[src/rtl/round_sequencer.sv]
// Round sequencer for the typing game: tracks one timed or word-count round and its statistics.
// Optional freeze input is compiled in with `define ROUND_SEQ_PAUSE_EN.
module round_sequencer #(
    parameter int TICK_CYCLES = 100000000
) (
    input  logic       clk,
    input  logic       rst_n,
    input  logic       run,
    input  logic       mode,
    input  logic [6:0] target,
    input  logic       char_ok,
    input  logic       char_err,
    input  logic       word_done,
    input  logic       pause,
    output logic       finish,
    output logic       busy,
    output logic [6:0] remaining,
    output logic [6:0] elapsed,
    output logic [9:0] correct_cnt,
    output logic [9:0] error_cnt,
    output logic [6:0] words
);

    localparam int PW = (TICK_CYCLES > 1) ? $clog2(TICK_CYCLES) : 1;
    localparam logic [PW-1:0] TICK_LAST = PW'(TICK_CYCLES - 1);

    typedef enum logic [1:0] {
        IDLE = 2'd0,
        RUN  = 2'd1,
        DONE = 2'd2
    } state_t;

    state_t          state_reg;
    logic [PW-1:0]   prescale_reg;
    logic            mode_reg;

    logic            active;
    logic            tick;

`ifdef ROUND_SEQ_PAUSE_EN
    assign active = ~pause;
`else
    logic unused_pause;
    assign unused_pause = pause;
    assign active       = 1'b1;
`endif

    assign tick = (prescale_reg == TICK_LAST);

    always_ff @(posedge clk or negedge rst_n) begin
        if (!rst_n) begin
            state_reg    <= IDLE;
            prescale_reg <= '0;
            mode_reg     <= 1'b0;
            finish       <= 1'b0;
            busy         <= 1'b0;
            remaining    <= '0;
            elapsed      <= '0;
            correct_cnt  <= '0;
            error_cnt    <= '0;
            words        <= '0;
        end else begin
            case (state_reg)
                IDLE: begin
                    finish <= 1'b0;
                    busy   <= 1'b0;
                    if (run) begin
                        remaining    <= target;
                        elapsed      <= '0;
                        correct_cnt  <= '0;
                        error_cnt    <= '0;
                        words        <= '0;
                        prescale_reg <= '0;
                        mode_reg     <= mode;
                        if (target == 7'd0) begin
                            state_reg <= DONE;
                            finish    <= 1'b1;
                        end else begin
                            state_reg <= RUN;
                            busy      <= 1'b1;
                        end
                    end
                end

                RUN: begin
                    if (!run) begin
                        // Abort: results stay visible, no finish indication.
                        state_reg <= IDLE;
                        busy      <= 1'b0;
                        finish    <= 1'b0;
                    end else begin
                        // Remaining reached zero on the previous edge; finish one cycle later.
                        if (remaining == 7'd0) begin
                            state_reg <= DONE;
                            busy      <= 1'b0;
                            finish    <= 1'b1;
                        end
                        if (active) begin
                            prescale_reg <= tick ? '0 : prescale_reg + 1'b1;
                            if (tick) begin
                                if (elapsed != 7'h7F)
                                    elapsed <= elapsed + 7'd1;
                                if (!mode_reg && remaining != 7'd0)
                                    remaining <= remaining - 7'd1;
                            end
                            if (char_err) begin
                                if (error_cnt != 10'h3FF)
                                    error_cnt <= error_cnt + 10'd1;
                            end else if (char_ok) begin
                                if (correct_cnt != 10'h3FF)
                                    correct_cnt <= correct_cnt + 10'd1;
                            end
                            if (word_done) begin
                                if (words != 7'h7F)
                                    words <= words + 7'd1;
                                if (mode_reg && remaining != 7'd0)
                                    remaining <= remaining - 7'd1;
                            end
                        end
                    end
                end

                DONE: begin
                    if (!run) begin
                        state_reg <= IDLE;
                        finish    <= 1'b0;
                        busy      <= 1'b0;
                    end
                end

                default: begin
                    state_reg <= IDLE;
                    finish    <= 1'b0;
                    busy      <= 1'b0;
                end
            endcase
        end
    end

endmodule
[config.mk]
export PLATFORM = sky130hd
export DESIGN_NAME = round_sequencer
export DESIGN_NICKNAME = d
export VERILOG_FILES = /design/src/rtl/round_sequencer.sv
export SDC_FILE = /design/constraint.sdc
export NUM_CORES = 1
export LEC_CHECK = 0
export ABC_AREA = 1
export ABC_CLOCK_PERIOD_IN_PS = 1500
export BUFFER_PORTS_ARGS = -buffer_cell sky130_fd_sc_hd__buf_2
export CORE_MARGIN = 2
export CORE_UTILIZATION = 45
export CTS_CLUSTER_DIAMETER = 120
export DETAILED_ROUTE_END_ITERATION = 8
export GPL_TIMING_DRIVEN = 1
export PLACE_DENSITY_LB_ADDON = 0.05
export SLEW_MARGIN = 20
export SYNTH_ARGS = -nofsm -noshare
export SYNTH_HDL_FRONTEND = slang
export SYNTH_SLANG_ARGS = --single-unit
[constraint.sdc]
create_clock -name clk -period 1.5 [get_ports clk]
set_input_delay 0.45 -clock clk [delete_from_list [all_inputs] [get_ports clk]]
set_output_delay 0.45 -clock clk [all_outputs]
set_load 0.05 [all_outputs]
==> results.toml, run 1 <==
[status]
status = "finished with violations"
violations = "negative setup slack"

[grt]
grt_pass1_vias = 4574
grt_pass1_wl_um = 20800
grt_usage_pct = 25.1
grt_max_degree = 74
antenna_found_initial = 0
grt_remaining_overflow = 0

[floorplan]
rows = 36
die_h_um = 103
die_w_um = 103
core_area_um2 = 9680
initial_utilization_pct = 45.9
ioPinCount = 58
die_area_um2 = 10700

[yosys]
yosysWarningCount = 0
synth_nets = 617
synth_area_um2 = 4450
yosysUniqueCellTypes = 45
seq_area_frac_synth_pct = 41.1
dominantRegCellSynth = "dfrtp_1"
synthArstFlopShare_pct = 100
syn_inst = 595
synth_edf_count = 0
ys_ff_latch = 73
avgSynthCellArea_um2 = 7.48

[pwr]
p_comb_share_pct = 58.9
power_mw = 9.84
p_leak_nw = 3.31
switching_share_pct = 45.0
clockPowerShare_pct = 14.3
p_switching_mw = 4.43
ir_drop_uv = 913
powerDensity_nw_per_um2 = 1340
p_int_mw = 5.41
seq_power_share_pct = 26.8

[setup_path]
crit_family = "simple AND/OR/NAND/NOR gates"
cp_slowest_cell = "dfrtp_1"
reg2reg_depth = 12
start_kind = "flop"
crit_required_ns = 1.75
worstSetupPathType = "reg2reg"
worst_path_largest_cell_delay_ns = 0.36
endpoint_kind = "flop"
worst-path-stages = 12
worstPathArrival_ns = 1.87
crit_chain = "ha_2 > inv_2 > nor2_4 > nand2_4 > nor2_4 > nand2_4 > nand2_4 > nand2_4 > clkinv_8 > nand2_8 > nand2_2 > o21ai_2"
critPathMostFrequentCell = "nand2_4"
path_buf_inv = 2
critPathMaxFanout = 7

[clock_network]
cts_root_buf = "clkbuf_8"
cts_sinks = 73
hold_buffers = 0
htreeDepth = 3
numCtsBuffers = 9
clk_path_buf_depth = 2
clk_latency_ns = 0.36
cts_tree = "done"
path_clk_slew_ns = 0.08

[route]
drt-pass1-iter-count = 5
drt_iter0_markers = 215
vias = 4808
routed_wl_um = 13700
wl_per_cell_um = 14.6
viasPerCell = 5.11
ant_nets = 0
drcViolationCount = 0

[layout]
largest_reg_flops = 27
area_delta_synth_final_pct = 65.5
final_core_util_pct = 76.0
drive_gt1_share_pct = 53.8
num-nets-final = 824
final_cell_area_um2 = 7360
antennaDiodeCount = 0

[placement]
placedInstanceArea_um2 = 5840
pre_cts_ws_ns = -0.191
dp_hpwl_um = 8710
gp_congestion = 0.864
port_buffers = 56

[sta]
setup_viol = 56
final-max-slew-violation-count = 0
finalCriticalPeriod_ns = 1.62
finClkSkew_ns = 0.0121
rsz0062_at_grt = "true"
max_freq_mhz = 617
slew_headroom_pct = 71.7
tns_ns = -3.51
post-route-period-util_pct = 108
worst_pin_slew_ns = 0.422
hold_violations = 0
setup_ws_ns = -0.121

[run]
timing.max_cap.violations = 0

[hold_path]
hold_path_class = "in2async"
==> worst reg2reg max path, delay by kind of cell (launching register included) <==
| kind | cells | cell delay [ns] |
|---|---|---|
| and+or+nand+nor | 8 | 0.78 |
| DFF | 1 | 0.36 |
| adders and majority gates | 1 | 0.18 |
| buffers and inverters | 2 | 0.15 |
| AOI/OAI and AO/OA | 1 | 0.05 |
==> layer usage <==
layer | global-route usage [%] | vias up | wire length [um] | part of all wire [%]
met1 | 31.4 | 2314 | 5830 | 42
li1 | - | 2362 | - | -
met5 | 0 | - | 0 | 0
met3 | 4.23 | 17 | 546 | 4.0
met2 | 44.0 | 115 | 7140 | 52
met4 | 8.40 | 0 | 204 | 1.5
==> final timing paths <==
path                       slack, ns                         from                  endpoint
max                            -0.12  prescale_reg[0]$_DFFE_PN0P_    elapsed[5]$_DFFE_PN0P_
min                             0.10                        rst_n    elapsed[3]$_DFFE_PN0P_
max reg2reg                    -0.12  prescale_reg[0]$_DFFE_PN0P_    elapsed[5]$_DFFE_PN0P_
min reg2reg                     0.49         words[3]$_DFFE_PN0P_      words[3]$_DFFE_PN0P_
max in group asynchronous       1.05                        rst_n  state_reg[1]$_DFFE_PN0P_
min in group clk                0.34                         mode      mode_reg$_DFFE_PN0P_
==> what timing repair did <==
| action | in CTS | in global routing |
|---|---|---|
| pin swaps | 22 | 18 |
| buffers inserted | 25 | 21 |
| endpoints found under the setup margin | 86 | 83 |
| cloned | 1 | 1 |
| resized for setup | 162 | 122 |
==> cells by family after synthesis <==
group,synth area share [%]
AND/OR/NAND/NOR,35.0
buffers and inverters,7.40
AO/OA/AOI/OAI,10.6
adder cells (fa/ha/maj),1.97
XOR/XNOR,3.94
flip-flops,41.1
==> cell usage in the layout (no fill, tap or decap), types with 3 or more instances in the layout <==
cell type / count
clkbuf_1: 3
xor2_1: 15
ha_4: 5
buf_6: 29
nor3_1: 9
nand4_1: 14
o22ai_1: 3
nand3_2: 17
inv_2: 11
nand2_1: 107
buf_4: 130
nand2_2: 22
nor2_2: 18
a21oi_2: 6
a21oi_1: 16
o21ai_2: 15
buf_12: 4
dfrtp_1: 38
or2_2: 9
buf_8: 23
inv_1: 49
nand2_4: 20
nor2_4: 22
clkbuf_8: 10
o21ai_0: 11
o21ai_1: 10
dfrtp_2: 35
nor3_2: 4
nor2_1: 51
nand3_1: 30
buf_2: 19
nor3_4: 3
==> power groups by stage <==
stage / Sequential (mW) / Clock [mW] / Combinational, mW
2_1_floorplan: 3.50 / 0 / 1.76
3_3_place_gp: 2.61 / 0 / 4.09
3_5_place_dp: 2.62 / 0 / 4.15
4_1_cts: 2.61 / 1.43 / 5.08
5_1_grt: 2.68 / 1.51 / 6.19
6_report: 2.64 / 1.40 / 5.80
==> Yosys cell counts, drive strengths merged, types with 3 or more instances <==
| cell type | number | area (um2) |
|---|---|---|
| nand2 | 150 | 603 |
| nor2 | 91 | 394 |
| dfrtp | 73 | 1830 |
| inv | 65 | 244 |
| nand3 | 49 | 255 |
| o21ai | 38 | 228 |
| a21oi | 23 | 115 |
| xor2 | 17 | 149 |
| nor3 | 16 | 90.1 |
| nand4 | 14 | 87.6 |
| buf | 11 | 68.8 |
| or2 | 9 | 56.3 |
| ha | 7 | 87.6 |
| a31oi | 3 | 18.8 |
| o22ai | 3 | 18.8 |
| o31ai | 3 | 22.5 |
| xnor2 | 3 | 26.3 |
==> layout make-up <==
class                   instances  area [um2]
fillers                       707        2320
well taps                     133         166
repair buffers                208        1860
multi-input cells             444        3010
clock inverters                 3        17.5
clock buffers                  13         149
inverters                      66         282
flip-flops and latches         73        1870
==> per-stage QoR <==
step	hold WS, ns	instances
floorplan	0.154	595
global route	0.130	940
CTS	0.117	918
global placement	0.473	878
finish	0.104	940
detailed placement	0.481	878
Note: power is estimated with default switching activity, not from simulation.
==> run 2: changes to the inputs <==
--- a/config.mk
+++ b/config.mk
@@ -9,11 +9,11 @@
 export ABC_CLOCK_PERIOD_IN_PS = 1500
 export BUFFER_PORTS_ARGS = -buffer_cell sky130_fd_sc_hd__buf_2
 export CORE_MARGIN = 2
-export CORE_UTILIZATION = 45
+export CORE_UTILIZATION = 50
 export CTS_CLUSTER_DIAMETER = 120
 export DETAILED_ROUTE_END_ITERATION = 8
 export GPL_TIMING_DRIVEN = 1
-export PLACE_DENSITY_LB_ADDON = 0.05
+export PLACE_DENSITY = 0.8
 export SLEW_MARGIN = 20
 export SYNTH_ARGS = -nofsm -noshare
 export SYNTH_HDL_FRONTEND = slang
==> results.toml, run 2 (same netlist as run 1, synthesis figures left out) <==
[status]
status = "finished with violations"
violations = "negative setup slack"

[setup_path]
worstPathArrival_ns = 2.09
critPathMaxFanout = 3
reg2reg_depth = 11
r2r_start = "prescale_reg[11]$_DFFE_PN0P_"
start_kind = "flop"
cp-startpoint = "prescale_reg[11]$_DFFE_PN0P_"
endpoint_kind = "flop"
crit_required_ns = 1.74
worstSetupPathType = "reg2reg"

[floorplan]
die_w_um = 98.3
initial_utilization_pct = 51.3
ioPinCount = 58
rows = 34
core_area_um2 = 8680
die_h_um = 98.3
die_area_um2 = 9670

[sta]
worst_pin_slew_ns = 0.417
hold_violations = 0
slew_headroom_pct = 72.0
rsz0062_at_grt = "true"
post-route-period-util_pct = 123
tns_ns = -13.88
final-max-slew-violation-count = 0
setup_viol = 96
setup_ws_ns = -0.343
finalCriticalPeriod_ns = 1.84
max_freq_mhz = 543
holdWs_ns = 0.0843
finClkSkew_ns = 0.0266

[layout]
num-nets-final = 812
largest_reg_flops = 27
final_core_util_pct = 82.4
antennaDiodeCount = 0
layout_commonest_cell = "buf_4"
final_cell_mix = "128 x buf_4, 101 x nand2_1, 60 x nor2_1"
drive_gt1_share_pct = 52.3
area_delta_synth_final_pct = 60.8

[clock_network]
clk_path_buf_depth = 2
numCtsBuffers = 9
hold_buffers = 0
cts_sinks = 73
cts_tree = "done"
cts_root_buf = "clkbuf_8"
htreeDepth = 3
path_clk_slew_ns = 0.12
clk_latency_ns = 0.39

[pwr]
clockPowerShare_pct = 15.0
switching_share_pct = 48.8
p_comb_share_pct = 58.6
p_leak_nw = 3.30
p_switching_mw = 5.02
ir_drop_uv = 1040
powerDensity_nw_per_um2 = 1440
seq_power_share_pct = 26.4
p_int_mw = 5.27

[route]
drcViolationCount = 0
wl_per_cell_um = 21.5
routed_wl_um = 19400
drt_iter0_markers = 611
vias = 5666
drt-pass1-iter-count = 6
ant_nets = 0
viasPerCell = 6.27

[hold_path]
hold_path_class = "in2async"

[grt]
grt_pass1_wl_um = 22600
antenna_found_initial = 0
grt_usage_pct = 28.4
grt_max_degree = 74
grt_remaining_overflow = 0
grt_pass1_vias = 4944

[placement]
gp_congestion = 0.939
port_buffers = 56
pre_cts_ws_ns = -0.194
dp_hpwl_um = 8710

[run]
timing.max_cap.violations = 0
==> run 2: layer usage <==
layer | track usage (%) | vias up | share of wire, %
met2 | 50.7 | 539 | 47
met5 | 0 | - | 0
met4 | 11.6 | 0 | 9.2
met3 | 3.44 | 175 | 11
li1 | - | 2334 | -
met1 | 34.9 | 2618 | 33
==> run 2: power groups by stage <==
stage          combinational [mW]  clock (mW)  sequential (mW)
2_1_floorplan                1.76           0             3.50
5_1_grt                      6.27        1.58             2.73
6_report                     6.03        1.55             2.72
3_3_place_gp                 3.88           0             2.61
3_5_place_dp                 4.01           0             2.64
4_1_cts                      4.70        1.43             2.64
==> run 2: path summary, 6_finish.rpt <==
kind | endpoint | slack [ns]
setup / recovery | prescale_reg[11]$_DFFE_PN0P_ | -0.34
hold / removal | correct_cnt[8]$_DFFE_PN0P_ | 0.08
setup reg to reg | prescale_reg[11]$_DFFE_PN0P_ | -0.34
hold reg to reg | words[3]$_DFFE_PN0P_ | 0.50
max in group asynchronous | error_cnt[0]$_DFFE_PN0P_ | 1.07
min in group clk | mode_reg$_DFFE_PN0P_ | 0.40
==> run 2: final cells by class <==
| class | count | area [um2] |
|---|---|---|
| clock buffer | 10 | 128 |
| clock inverter | 6 | 42.5 |
| fill | 411 | 1520 |
| inverter | 66 | 278 |
| multi-input combinational | 444 | 2990 |
| sequential | 73 | 1870 |
| tap | 108 | 135 |
| timing repair buffer | 196 | 1710 |
==> run 2: critical path: stages, from the launching register on <==
cell,delay (ns)
dfrtp_1,0.41
inv_1,0.13
nand2_1,0.08
nor2_1,0.14
nand2_1,0.11
nor2_4,0.14
nand2_2,0.10
nand2_2,0.13
nand2_4,0.10
buf_4,0.17
o21ai_0,0.11
a21oi_1,0.09
==> run 2: timing repair <==
action	4_1_cts	5_1_grt
setup buffers	18	34
setup endpoints to repair	86	89
pin swaps	19	27
resized for setup	128	133
gates cloned	1	1
==> run 2: stage by stage <==
step	instances	cell area, um2	total power, mW
after floorplan	595	4620	5.27
after CTS	870	6390	8.77
after global placement	838	5670	6.49
final	903	7150	10.3
after global routing	903	7150	10.6
after detailed placement	838	5670	6.65
